$ cat src/rtl/sha_uart_host.sv
// Host-side SHA-256 UART initiator: sends one message block byte by byte, then collects the digest.
// Optional response timeout is enabled with the SHA_HOST_TIMEOUT_EN macro.
module sha_uart_host #(
    parameter int MSG_BYTES      = 64,
    parameter int DIG_BYTES      = 32,
    parameter int TIMEOUT_CYCLES = 1000000
) (
    input  logic                   i_Clk,
    input  logic                   i_Rst,
    input  logic                   i_fStart,
    input  logic [8*MSG_BYTES-1:0] i_Block,
    output logic                   o_fBusy,
    output logic                   o_fDone,
    output logic                   o_fErr,
    output logic [8*DIG_BYTES-1:0] o_Digest,
    output logic                   o_TX_fTX,
    output logic [7:0]             o_TX_Data,
    input  logic                   i_TX_fReady,
    input  logic                   i_TX_fDone,
    input  logic                   i_RX_fDone,
    input  logic [7:0]             i_RX_Data
);

    localparam int MW  = 8 * MSG_BYTES;
    localparam int DW  = 8 * DIG_BYTES;
    localparam int TCW = $clog2(MSG_BYTES) + 1;
    localparam int RCW = $clog2(DIG_BYTES) + 1;
    localparam logic [TCW-1:0] TX_LAST = TCW'(MSG_BYTES - 1);
    localparam logic [RCW-1:0] RX_LAST = RCW'(DIG_BYTES - 1);

    typedef enum logic [2:0] {
        IDLE,
        SEND,
        WAIT_TX,
        RECV,
        DONE
    } state_t;

    state_t         state;
    logic [MW-1:0]  shift;
    logic [TCW-1:0] tx_cnt;
    logic [RCW-1:0] rx_cnt;

`ifdef SHA_HOST_TIMEOUT_EN
    localparam int TOW = $clog2(TIMEOUT_CYCLES) + 1;
    localparam logic [TOW-1:0] TO_LAST = TOW'(TIMEOUT_CYCLES - 1);

    logic [TOW-1:0] to_cnt;
    logic           err;

    assign o_fErr = err;
`else
    localparam int unused_timeout = TIMEOUT_CYCLES;

    assign o_fErr = 1'b0;
`endif

    // Transaction FSM: send block MSB byte first, then shift response bytes into the digest
    always_ff @(posedge i_Clk) begin
        if (i_Rst) begin
            state     <= IDLE;
            shift     <= '0;
            tx_cnt    <= '0;
            rx_cnt    <= '0;
            o_Digest  <= '0;
            o_fBusy   <= 1'b0;
            o_fDone   <= 1'b0;
            o_TX_fTX  <= 1'b0;
            o_TX_Data <= '0;
`ifdef SHA_HOST_TIMEOUT_EN
            to_cnt    <= '0;
            err       <= 1'b0;
`endif
        end else begin
            o_fDone  <= 1'b0;
            o_TX_fTX <= 1'b0;
            unique case (state)
                IDLE: begin
                    if (i_fStart) begin
                        shift    <= i_Block;
                        tx_cnt   <= '0;
                        rx_cnt   <= '0;
                        o_Digest <= '0;
                        o_fBusy  <= 1'b1;
`ifdef SHA_HOST_TIMEOUT_EN
                        err      <= 1'b0;
`endif
                        state    <= SEND;
                    end
                end
                SEND: begin
                    if (i_TX_fReady) begin
                        o_TX_fTX  <= 1'b1;
                        o_TX_Data <= shift[MW-1 -: 8];
                        state     <= WAIT_TX;
                    end
                end
                WAIT_TX: begin
                    if (i_TX_fDone) begin
                        shift  <= {shift[MW-9:0], 8'h00};
                        tx_cnt <= tx_cnt + 1'b1;
                        if (tx_cnt == TX_LAST) begin
                            state <= RECV;
`ifdef SHA_HOST_TIMEOUT_EN
                            to_cnt <= '0;
`endif
                        end else begin
                            state <= SEND;
                        end
                    end
                end
                RECV: begin
                    if (i_RX_fDone) begin
                        o_Digest <= {o_Digest[DW-9:0], i_RX_Data};
                        rx_cnt   <= rx_cnt + 1'b1;
`ifdef SHA_HOST_TIMEOUT_EN
                        to_cnt   <= '0;
`endif
                        if (rx_cnt == RX_LAST) begin
                            o_fDone <= 1'b1;
                            state   <= DONE;
                        end
`ifdef SHA_HOST_TIMEOUT_EN
                    end else if (to_cnt == TO_LAST) begin
                        err     <= 1'b1;
                        o_fDone <= 1'b1;
                        state   <= DONE;
                    end else begin
                        to_cnt <= to_cnt + 1'b1;
`endif
                    end
                end
                DONE: begin
                    o_fBusy <= 1'b0;
                    state   <= IDLE;
                end
                default: state <= IDLE;
            endcase
        end
    end

endmodule

$ cat config.mk
export PLATFORM = sky130hd
export DESIGN_NAME = sha_uart_host
export DESIGN_NICKNAME = d
export VERILOG_FILES = /design/src/rtl/sha_uart_host.sv
export SDC_FILE = /design/constraint.sdc
export NUM_CORES = 2
export LEC_CHECK = 0
export BUFFER_PORTS_ARGS = -buffer_cell sky130_fd_sc_hd__buf_4
export CELL_PAD_IN_SITES_DETAIL_PLACEMENT = 0
export CELL_PAD_IN_SITES_GLOBAL_PLACEMENT = 1
export CORE_AREA = 2 2 312 314
export CTS_CLUSTER_SIZE = 16
export DETAILED_ROUTE_END_ITERATION = 10
export DIE_AREA = 0 0 314 316
export HOLD_SLACK_MARGIN = 0.08
export MAX_ROUTING_LAYER = met4
export PLACE_DENSITY_LB_ADDON = 0.05
export SETUP_SLACK_MARGIN = 0.1
export SLEW_MARGIN = 5
export SYNTH_ARGS = -nofsm -noshare
export SYNTH_HDL_FRONTEND = slang
export SYNTH_SLANG_ARGS = --single-unit
$ cat constraint.sdc
create_clock -name i_Clk -period 4.5 [get_ports i_Clk]
set_input_delay 0.675 -clock i_Clk [delete_from_list [all_inputs] [get_ports i_Clk]]
set_output_delay 0.675 -clock i_Clk [all_outputs]
set_load 0.01 [all_outputs]
After elaboration in Yosys (flattened, before gate mapping)
Index checks and enable logic that the tools add are counted.
{"block": "word_totals", "inputBits": 526, "register_bits": 795, "wordCells": 59}
{"block": "op_classes", "n_mux": 23, "n_bitwise": 3, "add_sub_neg": 2, "reduce_logical": 11, "eq_ne": 11}
{"operator": "512-bit 2-to-1 mux", "n": 2}
{"operator": "512-bit one-hot mux with 2 select lines", "n": 1}
{"operator": "256-bit 2-to-1 mux", "n": 2}
{"operator": "256-bit one-hot mux with 2 select lines", "n": 1}
{"operator": "3-bit 2-to-1 mux", "n": 5}
{"operator": "7-bit 2-to-1 mux", "n": 2}
{"operator": "7-bit one-hot mux with 2 select lines", "n": 1}
{"operator": "6-bit 2-to-1 mux", "n": 2}
{"operator": "3-bit one-hot mux with 4 select lines", "n": 1}
{"operator": "6-bit one-hot mux with 2 select lines", "n": 1}
{"operator": "2-bit inequality test, second input constant", "n": 5}
{"operator": "7-bit by 1-bit adder with 7-bit output, second input constant", "n": 1}
{"operator": "7-bit by 6-bit equality test with 1-bit output, second input constant", "n": 1}
{"operator": "6-bit by 1-bit adder with 6-bit output, second input constant", "n": 1}
{"operator": "3-bit by 2-bit equality test with 1-bit output, second input constant", "n": 2}
{"operator": "6-bit by 5-bit equality test with 1-bit output, second input constant", "n": 1}
{"operator": "3-bit AND reduction", "n": 2}
{"operator": "2-bit nonzero test", "n": 3}
{"operator": "5-bit AND reduction", "n": 1}
{"operator": "2-bit AND reduction", "n": 2}
{"operator": "3-bit by 1-bit equality test with 1-bit output, second input constant", "n": 1}
{"operator": "3-bit equality test, second input constant", "n": 1}
{"operator": "3-bit logical NOT", "n": 1}
{"operator": "1-bit 2-to-1 mux", "n": 3}
{"operator": "other kinds (5)", "n": 7}

Logic depth before layout (Yosys ltp)
{"block": "logic_depth", "ltp_word": 4, "depth_mapped": 9, "mapped_depth_nobuf": 5}

Least setup slack after synthesis
Ideal clock, no wire load.
{"block": "synth_path", "kind": "input port to flip-flop", "startpoint": "in i_fStart", "endpoint": "reg o_Digest[175]", "required_ns": 4.372, "path_buffers": 4, "slack_ns": 2.410, "arrival_ns": 1.963, "stages": 8, "setup_ns": 0.128, "cell_sequence": "or3b_1 buf_2 a21oi_2 buf_4 buf_6 buf_8 mux2i_1 nor2_1"}
{"block": "synth_between", "elab_chain_cells": 2}
{"item": "start: declaration", "line_no": "10", "source": "input logic i_fStart,"}
{"item": "2-bit inequality test (no source line)"}
{"item": "3-bit AND reduction (no source line)"}
{"item": "end signal: assignment", "line_no": "114", "source": "o_Digest <= {o_Digest[DW-9:0], i_RX_Data};"}
{"item": "end: declaration", "line_no": "15", "source": "output logic [8*DIG_BYTES-1:0] o_Digest,"}
No other way between the ends.
A chain may end at the register's enable or synchronous reset.

Final worst setup path
{"block": "layout_path", "startpoint": "reg state[2]", "endpoint": "reg shift[271]"}
{"block": "layout_between", "elab_chain_cells": 3, "word_cells_on_any_way": 7}
{"item": "start: declaration", "line_no": "39", "source": "state_t state;"}
{"item": "start signal: assignment", "line_no": "61", "source": "state <= IDLE;"}
{"item": "start signal: assignment", "line_no": "88", "source": "state <= SEND;"}
{"item": "start signal: assignment", "line_no": "95", "source": "state <= WAIT_TX;"}
{"item": "3-bit by 2-bit equality test with 1-bit output / 3-bit logical NOT (equally long branches)", "line_no": "77", "source": "unique case (state)"}
{"item": "2-bit inequality test (no source line) / 2-bit nonzero test (equally long branches)"}
{"item": "3-bit AND reduction (no source line)"}
{"item": "end signal: assignment", "line_no": "80", "source": "shift <= i_Block;"}
{"item": "end signal: assignment", "line_no": "100", "source": "shift <= {shift[MW-9:0], 8'h00};"}
{"item": "end: declaration", "line_no": "40", "source": "logic [MW-1:0] shift;"}
Parallel ways exist; a longest one is shown, timed or not.

==> out/metrics.yaml <==
setup_path:
  crit_path_top_delay_cell: "or2_0"
  path_buf_inv: 2
  slowest_delay_ns: 0.50
  cp.arrival_ns: 3.39
  cp_top_family: "simple AND/OR/NAND/NOR gates"
  path_common_cell: "buf_12"
  crit_chain: "or2_0, nor2_4, buf_12, buf_12, nor2_1, a311oi_1"
  critPathKind: "reg -> reg"
  cp_max_fo: 188
  endpoint_kind: "register"
  crit_required_ns: 5.05
  critPathLaunchType: "register"
clocking:
  cts_hold_buf: 0
  clk_pin_slew_ns: 0.06
  clk_path_buf_depth: 3
  h-tree-depth: 3
  cts_tree: "yes"
  cts_buffers: 92
  clock_sinks: 795
  post_cts_resized: 0
  cts_setup_buffers: 0
  clockRootBuffer: "clkbuf_16"
  clk_latency_ns: 0.65
power_and_ir_drop:
  intPower_mw: 15.3
  switching_share_pct: 33.9
  combPwrFrac_pct: 27.5
  peakVddDrop_mv: 0.396
  powerDensity_mw_per_mm2: 535
  pwr-share-clk_pct: 32.4
  p_total_mw: 23.1
  power_frac_seq_pct: 40.0
  switchingPower_mw: 7.84
  leakage_nw: 18.1
global_routing:
  track_usage_pct: 23.7
  grt_pass1_wl_um: 178000
  grt_max_degree: 258
  overflow: 0
  grt_pass1_vias: 28900
  antenna_found_initial: 38
drt:
  drt_iter0_markers: 2374
  post_drt_wl_per_cell_um: 19.9
  vias: 30400
  ant_nets: 0
  wl_um: 120000
  via_per_inst: 5.04
  drc: 0
  dr.pass1.iters: 5
timing:
  hold_viol: 0
  skew_ns: 0.0173
  period_needed_ns: 2.84
  max_slew_margin_pct: 15.1
  tns_ns: 0
  rsz0062_at_grt: "false"
  setup_ws_ns: 1.66
  whs_ns: 0.271
  max_freq_mhz: 353
  tightest_slew_ns: 1.27
  timing.final.max_slew_violations: 0
  final.period_utilization_pct: 63.0
  finalSetupViolations: 0
cells_and_area:
  nets: 5161
  final_util_pct: 45.0
  fin_cells: 6018
  final_area_mm2: 0.0432
  syn2layout_area_growth_pct: 27.5
  drive_above_1_share_pct: 20.9
  ff_latch_area_mm2: 0.0159
  multi_input_area_mm2: 0.0160
  n_fill_cell: 9867
yosys:
  synth_area_mm2: 0.0339
  async_flop_share_pct: 0
  ys_ff_latch: 795
  yosys_warnings: 0
  synth_edf_count: 0
  synth-seq-area-share_pct: 47.0
  syn_inst: 4085
  synthesis.nets: 4613
  yosys_most_used_dff: "dfxtp_1"
  ys_types: 43
  syn_area_per_cell_um2: 8.29
floorplan:
  start_util_pct: 35.3
  die_x_um: 314
  design.core.area_mm2: 0.0960
  num_rows: 114
  die_area_mm2: 0.0992
  fp.dieH_um: 316
  io_pins: 794
run_status:
  outcome: "finished, final reports clean"
place:
  dp_worst_setup_slack_ns: 1.61
  place_congestion: 0.816
  dpl.hpwl_um: 82800
  postPlaceCellArea_mm2: 0.0401
  dp.cells: 5815
  port_buffers: 792
min_path:
  holdCritPathClass: "in -> reg"
job:
  max_cap_violations: 0
==> synthesized netlist by cell type, drive strengths merged (2+ instances only) <==
cell / n / area share, %
nor3b: 3 / 0.081
xnor2: 7 / 0.18
a311oi: 504 / 13
nand3: 9 / 0.13
inv: 4 / 0.044
nand2: 1030 / 11
a21oi: 13 / 0.20
or3: 3 / 0.055
and2: 257 / 4.7
nor3: 4 / 0.059
a221oi: 2 / 0.052
a211oi: 3 / 0.066
a22oi: 8 / 0.18
dfxtp: 795 / 47
clkbuf: 223 / 2.5
nor2: 786 / 8.7
ha: 2 / 0.074
buf: 155 / 3.4
or2: 3 / 0.055
mux2i: 260 / 7.7
==> worst register-to-register path, stage by stage (launching register included) <==
cell and delay, ns:
dfxtp_1 0.47, or2_0 0.50, nor2_4 0.34, buf_12 0.31
buf_12 0.53, nor2_1 0.31, a311oi_1 0.28
==> cells by family (layout without fill, tap and decap cells) <==
logic type	Yosys count	count (layout)	share of synthesized area (%)
buffers and inverters	382	1001	5.93
adders and majority gates	2	2	0.0738
DFF	795	795	47.0
other	1	39	0.0111
muxes	261	261	7.71
xor gates and xnor gates	7	7	0.181
AOI/OAI and AO/OA	534	534	13.6
and+or+nand+nor	2103	2103	25.5
==> cells in the final DEF, fill, tap and decap left out, types with 7 or more instances in the layout <==
cell	synthesis	layout
buf_4	48	803
and2_1	257	257
clkbuf_16	0	95
a21oi_1	12	12
dfxtp_1	795	795
mux2i_1	260	260
nand3_1	9	9
xnor2_1	7	7
clkinv_2	0	10
a22oi_1	8	8
clkbuf_1	223	27
nand2_1	1030	1030
a311oi_1	504	504
clkbuf_8	0	29
nor2_1	785	784
buf_12	2	28
diode_2	0	38
==> sequential cells by signal (all words and copies together), names as in the netlist <==
register   flops
shift        512
o_TX_fTX       1
o_fDone        1
o_Digest     256
state          3
rx_cnt         6
o_fBusy        1
tx_cnt         7
o_TX_Data      8
==> routing by layer <==
layer	up-vias	track usage, %	share of wire, %
li1	15100	-	-
met1	14400	29.3	43
met2	723	38.3	48
met3	166	5.16	5.7
met4	0	7.83	2.5
met5	-	-	0
==> power groups by stage <==
stage,sequential [mW],combinational (mW),clock [mW]
2_1_floorplan,9.13,5.19,0
3_3_place_gp,9.36,6.37,0
3_5_place_dp,9.38,6.41,0
4_1_cts,9.24,6.42,7.70
5_1_grt,9.42,7.13,7.98
6_report,9.25,6.36,7.49
==> worst paths after layout <==
kind	from	end	slack, ns	depth (start not counted)
min	i_Block[2]	shift[2]	0.27	3
max	state[2]	shift[271]	1.66	6
max reg2reg	state[2]	shift[271]	1.66	6
min reg2reg	shift[506]	o_TX_Data[2]	0.45	2
==> area by class of cell <==
cell class / instances / share of cell area (%)
Inverter: 4 / 0.0347
Clock buffer: 151 / 6.66
Antenna cell: 38 / 0.220
Sequential cell: 795 / 36.8
Multi-Input combinational cell: 2908 / 37.0
Tap cell: 1276 / 3.69
Clock inverter: 14 / 0.292
Timing Repair Buffer: 832 / 15.3
(Power assumes the default switching activity.)
